$ cat src/rtl/csr_spi_master.sv
`default_nettype none
// ============================================================================
// Module   : csr_spi_master
// Purpose  : SPI mode-3 master issuing CSR frames (one address byte followed
//            by len+1 data bytes per CS-low frame) from a command + byte-stream
//            handshake, returning each MISO data byte on rd_data/rd_valid.
// Revision : 1.0 - initial release
// ============================================================================
module csr_spi_master #(
   parameter int         CLK_DIV    = 8,     // SCK half-period in clk cycles (8..255)
   parameter int         CS_SETUP   = 4,     // CS falling to first SCK falling
   parameter int         CS_HOLD    = 4,     // last SCK rising to CS rising
   parameter int         CS_IDLE    = 8,     // minimum CS-high time between frames
   parameter logic [7:0] DUMMY_BYTE = 8'h00  // MOSI byte sent in read frames
) (
   input  logic       clk,
   input  logic       rst_n,
   // command handshake
   input  logic       cmd_valid,
   output logic       cmd_ready,
   input  logic [7:0] cmd_addr,
   input  logic [7:0] cmd_len,
   input  logic       cmd_write,
   // write byte stream
   input  logic [7:0] tx_data,
   input  logic       tx_valid,
   output logic       tx_ready,
   // read-back byte stream
   output logic [7:0] rd_data,
   output logic       rd_valid,
   output logic       busy,
   // SPI pins
   output logic       spi_cs,
   output logic       spi_sck,
   output logic       spi_mosi,
   input  logic       spi_miso
);

   // Divider compare points inside one bit period (2*CLK_DIV cycles).
   localparam logic [8:0]  DIV_RISE   = 9'(CLK_DIV);
   localparam logic [8:0]  DIV_LAST   = 9'(2 * CLK_DIV - 1);
   // Terminal counts of the frame-level wait states.
   localparam logic [15:0] SETUP_LAST = 16'(CS_SETUP - 1);
   localparam logic [15:0] HOLD_LAST  = 16'(CS_HOLD - 1);
   localparam logic [15:0] GAP_LAST   = 16'(CS_IDLE - 1);

   typedef enum logic [2:0] {
      ST_IDLE  = 3'd0,
      ST_SETUP = 3'd1,
      ST_LOAD  = 3'd2,
      ST_SHIFT = 3'd3,
      ST_HOLD  = 3'd4,
      ST_GAP   = 3'd5
   } state_t;

   state_t      state;
   logic        miso_meta;
   logic        miso_sync;
   logic        write_op;    // latched cmd_write for the current frame
   logic        addr_phase;  // the byte in flight is the address byte
   logic [8:0]  byte_cnt;    // data bytes still to send; 9 bits so len=255 gives 256
   logic [2:0]  bit_cnt;     // bit index within the current byte
   logic [8:0]  div_cnt;     // position inside the current bit period
   logic [15:0] wait_cnt;    // shared counter for SETUP / HOLD / GAP
   logic [7:0]  tx_shift;    // outgoing byte, MSB presented first
   logic [7:0]  rx_shift;    // incoming byte assembled from synchronized MISO

   // Two-flop synchronizer for the asynchronous MISO input.
   always_ff @(posedge clk or negedge rst_n) begin
      if (!rst_n) begin
         miso_meta <= 1'b0;
         miso_sync <= 1'b0;
      end else begin
         miso_meta <= spi_miso;
         miso_sync <= miso_meta;
      end
   end

   // Frame sequencer: owns every registered output and the SPI pin timing.
   always_ff @(posedge clk or negedge rst_n) begin
      if (!rst_n) begin
         state      <= ST_IDLE;
         cmd_ready  <= 1'b1;
         busy       <= 1'b0;
         spi_cs     <= 1'b1;
         spi_sck    <= 1'b1;
         spi_mosi   <= 1'b1;
         tx_ready   <= 1'b0;
         rd_valid   <= 1'b0;
         rd_data    <= 8'h00;
         write_op   <= 1'b0;
         addr_phase <= 1'b0;
         byte_cnt   <= 9'd0;
         bit_cnt    <= 3'd0;
         div_cnt    <= 9'd0;
         wait_cnt   <= 16'd0;
         tx_shift   <= 8'h00;
         rx_shift   <= 8'h00;
      end else begin
         // Handshake strobes are single-cycle pulses.
         tx_ready <= 1'b0;
         rd_valid <= 1'b0;

         case (state)
            ST_IDLE: begin
               if (cmd_valid) begin
                  // The address is the first byte shifted, so it goes
                  // straight into the shift register.
                  tx_shift   <= cmd_addr;
                  write_op   <= cmd_write;
                  byte_cnt   <= {1'b0, cmd_len} + 9'd1;
                  addr_phase <= 1'b1;
                  busy       <= 1'b1;
                  cmd_ready  <= 1'b0;
                  spi_cs     <= 1'b0;
                  wait_cnt   <= 16'd0;
                  state      <= ST_SETUP;
               end
            end

            ST_SETUP: begin
               if (wait_cnt == SETUP_LAST) begin
                  wait_cnt <= 16'd0;
                  state    <= ST_LOAD;
               end else begin
                  wait_cnt <= wait_cnt + 16'd1;
               end
            end

            ST_LOAD: begin
               div_cnt <= 9'd0;
               bit_cnt <= 3'd0;
               if (addr_phase) begin
                  state <= ST_SHIFT;
               end else if (write_op) begin
                  // Without a tx byte the frame stalls here with SCK high.
                  if (tx_valid) begin
                     tx_shift <= tx_data;
                     tx_ready <= 1'b1;
                     state    <= ST_SHIFT;
                  end
               end else begin
                  tx_shift <= DUMMY_BYTE;
                  state    <= ST_SHIFT;
               end
            end

            ST_SHIFT: begin
               // Falling edge: present the next MSB on MOSI.
               if (div_cnt == 9'd0) begin
                  spi_sck  <= 1'b0;
                  spi_mosi <= tx_shift[7];
                  tx_shift <= {tx_shift[6:0], 1'b0};
               end
               // Rising edge: the slave samples MOSI, we sample MISO.
               if (div_cnt == DIV_RISE) begin
                  spi_sck  <= 1'b1;
                  rx_shift <= {rx_shift[6:0], miso_sync};
               end
               if (div_cnt == DIV_LAST) begin
                  div_cnt <= 9'd0;
                  bit_cnt <= bit_cnt + 3'd1;
                  if (bit_cnt == 3'd7) begin
                     if (addr_phase) begin
                        // Address byte carries no read-back data.
                        addr_phase <= 1'b0;
                        state      <= ST_LOAD;
                     end else begin
                        rd_data  <= rx_shift;
                        rd_valid <= 1'b1;
                        byte_cnt <= byte_cnt - 9'd1;
                        if (byte_cnt == 9'd1) begin
                           wait_cnt <= 16'd0;
                           state    <= ST_HOLD;
                        end else begin
                           state <= ST_LOAD;
                        end
                     end
                  end
               end else begin
                  div_cnt <= div_cnt + 9'd1;
               end
            end

            ST_HOLD: begin
               if (wait_cnt == HOLD_LAST) begin
                  spi_cs   <= 1'b1;
                  spi_mosi <= 1'b1;
                  wait_cnt <= 16'd0;
                  state    <= ST_GAP;
               end else begin
                  wait_cnt <= wait_cnt + 16'd1;
               end
            end

            ST_GAP: begin
               if (wait_cnt == GAP_LAST) begin
                  busy      <= 1'b0;
                  cmd_ready <= 1'b1;
                  wait_cnt  <= 16'd0;
                  state     <= ST_IDLE;
               end else begin
                  wait_cnt <= wait_cnt + 16'd1;
               end
            end

            default: begin
               state <= ST_IDLE;
            end
         endcase
      end
   end

endmodule
`default_nettype wire
$ cat config.mk
export PLATFORM = sky130hd
export DESIGN_NAME = csr_spi_master
export DESIGN_NICKNAME = d
export VERILOG_FILES = /design/src/rtl/csr_spi_master.sv
export SDC_FILE = /design/constraint.sdc
export NUM_CORES = 1
export LEC_CHECK = 0
export BUFFER_PORTS_ARGS = -buffer_cell sky130_fd_sc_hd__buf_2
export CELL_PAD_IN_SITES_DETAIL_PLACEMENT = 0
export CELL_PAD_IN_SITES_GLOBAL_PLACEMENT = 1
export CORE_ASPECT_RATIO = 2
export CORE_MARGIN = 4
export CORE_UTILIZATION = 48
export CTS_BUF_LIST = sky130_fd_sc_hd__clkbuf_2 sky130_fd_sc_hd__clkbuf_4 sky130_fd_sc_hd__clkbuf_8
export DETAILED_ROUTE_END_ITERATION = 10
export PLACE_DENSITY = 0.91
export SLEW_MARGIN = 20
export SYNTH_ARGS = -nofsm -noshare
export SYNTH_HDL_FRONTEND = slang
export SYNTH_SLANG_ARGS = --single-unit
$ cat constraint.sdc
create_clock -name clk -period 2.8 [get_ports clk]
set_input_delay 0.28 -clock clk [delete_from_list [all_inputs] [get_ports clk]]
set_output_delay 0.28 -clock clk [all_outputs]
set_load 0.02 [all_outputs]
==> results by group <==
Run status
  – Status: finished, final reports clean

Route
  – DR vias: between 3000 and 4000
  – TritonRoute pass-1 iters: 4
  – ANT nets after route: 0
  – Via density per instance: 6.25
  – Final WL: just over 10 mm
  – Drt wl/cell: 18.1 um
  – DR iter-0 viols: roughly 180
  – Residual DRC count: 0

GRT
  – Initial antenna violation count: 0
  – M3 GR Usage: 4.24%
  – First-pass GRT wire length: 16.6 mm
  – Total track usage: 20.8%
  – Largest net degree at the start of global routing: 76
  – Global route overflow: 0
  – Grt met1 use: a little over a fifth
  – GR Util met2: between 30% and 40%
  – Vias in the first global route: 3583
  – Gr busiest metal: met2

Clock network
  – Clk buf depth: 2
  – H-tree levels: 3
  – Clock sinks: 75
  – CTS clk-pin slew, worst paths: 0.09 ns
  – CTS tree: done
  – Cts bufs inserted: 9
  – Root Buffer: clkbuf_8
  – Clock Latency Late Sink: 0.37 ns

Power
  – Max VDD drop: between 200 and 300 uV
  – Leakage: 2.31 nW
  – Switch share: 26.3%
  – Internal power: 0.00146 W
  – Clk pwr share: 40.9%
  – Logic pwr share: 3.9%
  – Psw: 0.000522 W
  – PwrDens: between 400 and 500 mW/mm2
  – Flop pwr share: 55.2%

Layout
  – Share of cells above drive strength 1: 23.2%
  – Commonest non-fill, non-tap cell in the layout: dfrtp_1
  – Nets: between 500 and 600
  – Filler cells: 785
  – Most frequent cells in the layout: dfrtp_1 (71), buf_2 (43), nand2_1 (30)
  – Layout Cells excl Fill: 570
  – Antenna cells: 0
  – Area grow syn2layout: 12.6%

Floorplanning
  – Die footprint: between 0.01 and 0.015 mm2
  – Core ar.: 0.00859 mm2
  – Top Ports: 45
  – Die W: 74.1 um
  – Die Span Y: 140 um
  – Row count: 48
  – Initial Util: 48.9%

Place
  – Final HPWL from detailed placement: 7.52 mm
  – Dpl ws: 0.472 ns
  – Placer congestion estimate: just under 0.9
  – # port buffers: 44
  – Placed Instances: 553

Logic synthesis
  – Sequential area share after synthesis: between 40 and 50%
  – Area leader, netlist: dfrtp_1
  – Post-synth EDFFs: 0
  – Share of Yosys cell area claimed by the top area cell type: a little over two fifths
  – Yosys warnings: 0
  – Syn avg cell area: 9.95 um2
  – Post-Syn Area: between 0.004 and 0.005 mm2
  – Synth top area cells: dfrtp_1 (42%), mux2_2 (7.0%), nand2_1 (2.7%)
  – Count of different cell masters after synthesis: 59
  – Share of flip-flops with an asynchronous set or reset: 100%
  – #FFs+latches synth: 75
  – Gate Count Post-Synth: ~420
  – Post-synth top flop: dfrtp_1
  – Syn Nets: 460

Setup path
  – Worst setup SP type: flip-flop
  – Worst setup path class: reg2reg
  – Arrival time worst endpoint: 2.60 ns
  – Worst Path Required: just over 3 ns
  – Crit end category: flip-flop
  – Worst-path fanout max: 9
  – Worst R2R Path Depth: 4

Timing
  – Max Fclk: about 0.43 GHz
  – Final period util: 83.5%
  – Setup TNS: 0 ns
  – Actual slew at the worst max-slew pin: between 0.9 and 1 ns
  – Slew headroom: 37.4%
  – Final worst slack: 0.462 ns
  – RSZ-0062 raised after global routing: false
  – Setup violations, final: 0
  – Final hold vios: 0
  – Final worst path period need: ~2.3 ns
  – Setup Skew: 0.0157 ns
  – Max-slew violations: 0

Flow run
  – Maxcap violations: 0

Hold path
  – Worst min-delay path category: in2async
-- layout make-up --
class | instances | area (um2) | area share [%]
clock buffer | 9 | 124 | 2.62
clock inverter | 7 | 65.1 | 1.38
inverter | 13 | 48.8 | 1.03
multi-input combinational | 310 | 2170 | 45.8
sequential | 75 | 1880 | 39.8
tap | 100 | 125 | 2.65
timing repair buffer | 56 | 315 | 6.67
-- sequential cells by signal, indices dropped and copies added (netlist names), 3 cells and up --
| register | count |
|---|---|
| tx_shift | 8 |
| wait_cnt | 16 |
| div_cnt | 9 |
| bit_cnt | 3 |
| state | 3 |
| byte_cnt | 9 |
| rd_data | 8 |
| rx_shift | 8 |
-- layer usage --
layer | part of all wire (%) | wire length (um) | vias up
li1 | - | - | 1682
met1 | 36 | 3710 | 1764
met2 | 56 | 5750 | 82
met3 | 3.9 | 402 | 32
met4 | 4.3 | 445 | 0
met5 | 0 | 0 | -
-- power by group through the flow --
| stage | combinational, W | clock (W) | sequential [W] |
|---|---|---|---|
| 2_1_floorplan | 0.0000240 | 0 | 0.00112 |
| 3_3_place_gp | 0.0000781 | 0 | 0.00112 |
| 3_5_place_dp | 0.0000788 | 0 | 0.00112 |
| 4_1_cts | 0.0000801 | 0.000836 | 0.00110 |
| 5_1_grt | 0.0000887 | 0.000882 | 0.00110 |
| 6_report | 0.0000781 | 0.000811 | 0.00110 |
-- critical path: stages (launching register included) --
cell and delay [ns]:
dfrtp_1 0.49, or4_4 0.55, or4_4 0.53, o2bb2ai_4 0.27, mux2_2 0.38
-- cell families (layout without fill, tap and decap cells) --
logic type | Yosys count | after routing | synth area share, %
xor gates and xnor gates | 7 | 7 | 1.46
muxes | 30 | 30 | 7.93
AOI/OAI and AO/OA | 95 | 95 | 17.1
DFF | 75 | 75 | 44.8
adders and majority gates | 8 | 8 | 2.38
and+or+nand+nor | 170 | 170 | 22.7
buffers and inverters | 37 | 85 | 3.58
-- timing repair --
item / 4_1_cts / 5_1_grt
hold endpoints to repair: 1 / 0
setup buffers: 0 / 0
resized for setup: 0 / 0
hold buffers: 1 / 0
-- stage by stage --
stage / cell area [um2] / power (W) / util, % / hold slack [ns]
final: 4730 / 0.00199 / 55.0 / 0.0458
after CTS: 4730 / 0.00201 / 55.0 / 0.0820
after global routing: 4730 / 0.00207 / 55.0 / 0.105
after global placement: 4530 / 0.00120 / 52.7 / 0.337
after floorplan: 4200 / 0.00114 / - / -0.0156
after detailed placement: 4530 / 0.00120 / 52.7 / 0.355
-- cells in the mapped netlist (5+ instances only) --
master / number
nor2b_1: 6
o211ai_1: 5
nor2_1: 27
nand2_1: 30
dfrtp_1: 71
nand3_1: 22
and4_1: 10
a21oi_1: 9
nand4_1: 9
a22o_1: 7
clkbuf_1: 17
o22ai_1: 8
a221oi_1: 7
ha_1: 8
nand2b_1: 6
nor3_1: 15
inv_1: 13
and3_1: 16
nor4_1: 6
o21ai_0: 17
mux2_2: 26
a211o_1: 12
-- final timing paths --
path | from | end | slack (ns)
max | div_cnt[4] | tx_shift[2] | 0.46
min | rst_n | wait_cnt[14] | 0.05
max reg2reg | div_cnt[4] | tx_shift[2] | 0.46
min reg2reg | miso_meta | miso_sync | 0.36
max in group asynchronous | rst_n | wait_cnt[2] | 2.14
min in group clk | cmd_write | write_op | 0.14
No activity file was read; power rests on OpenSTA's default activity.
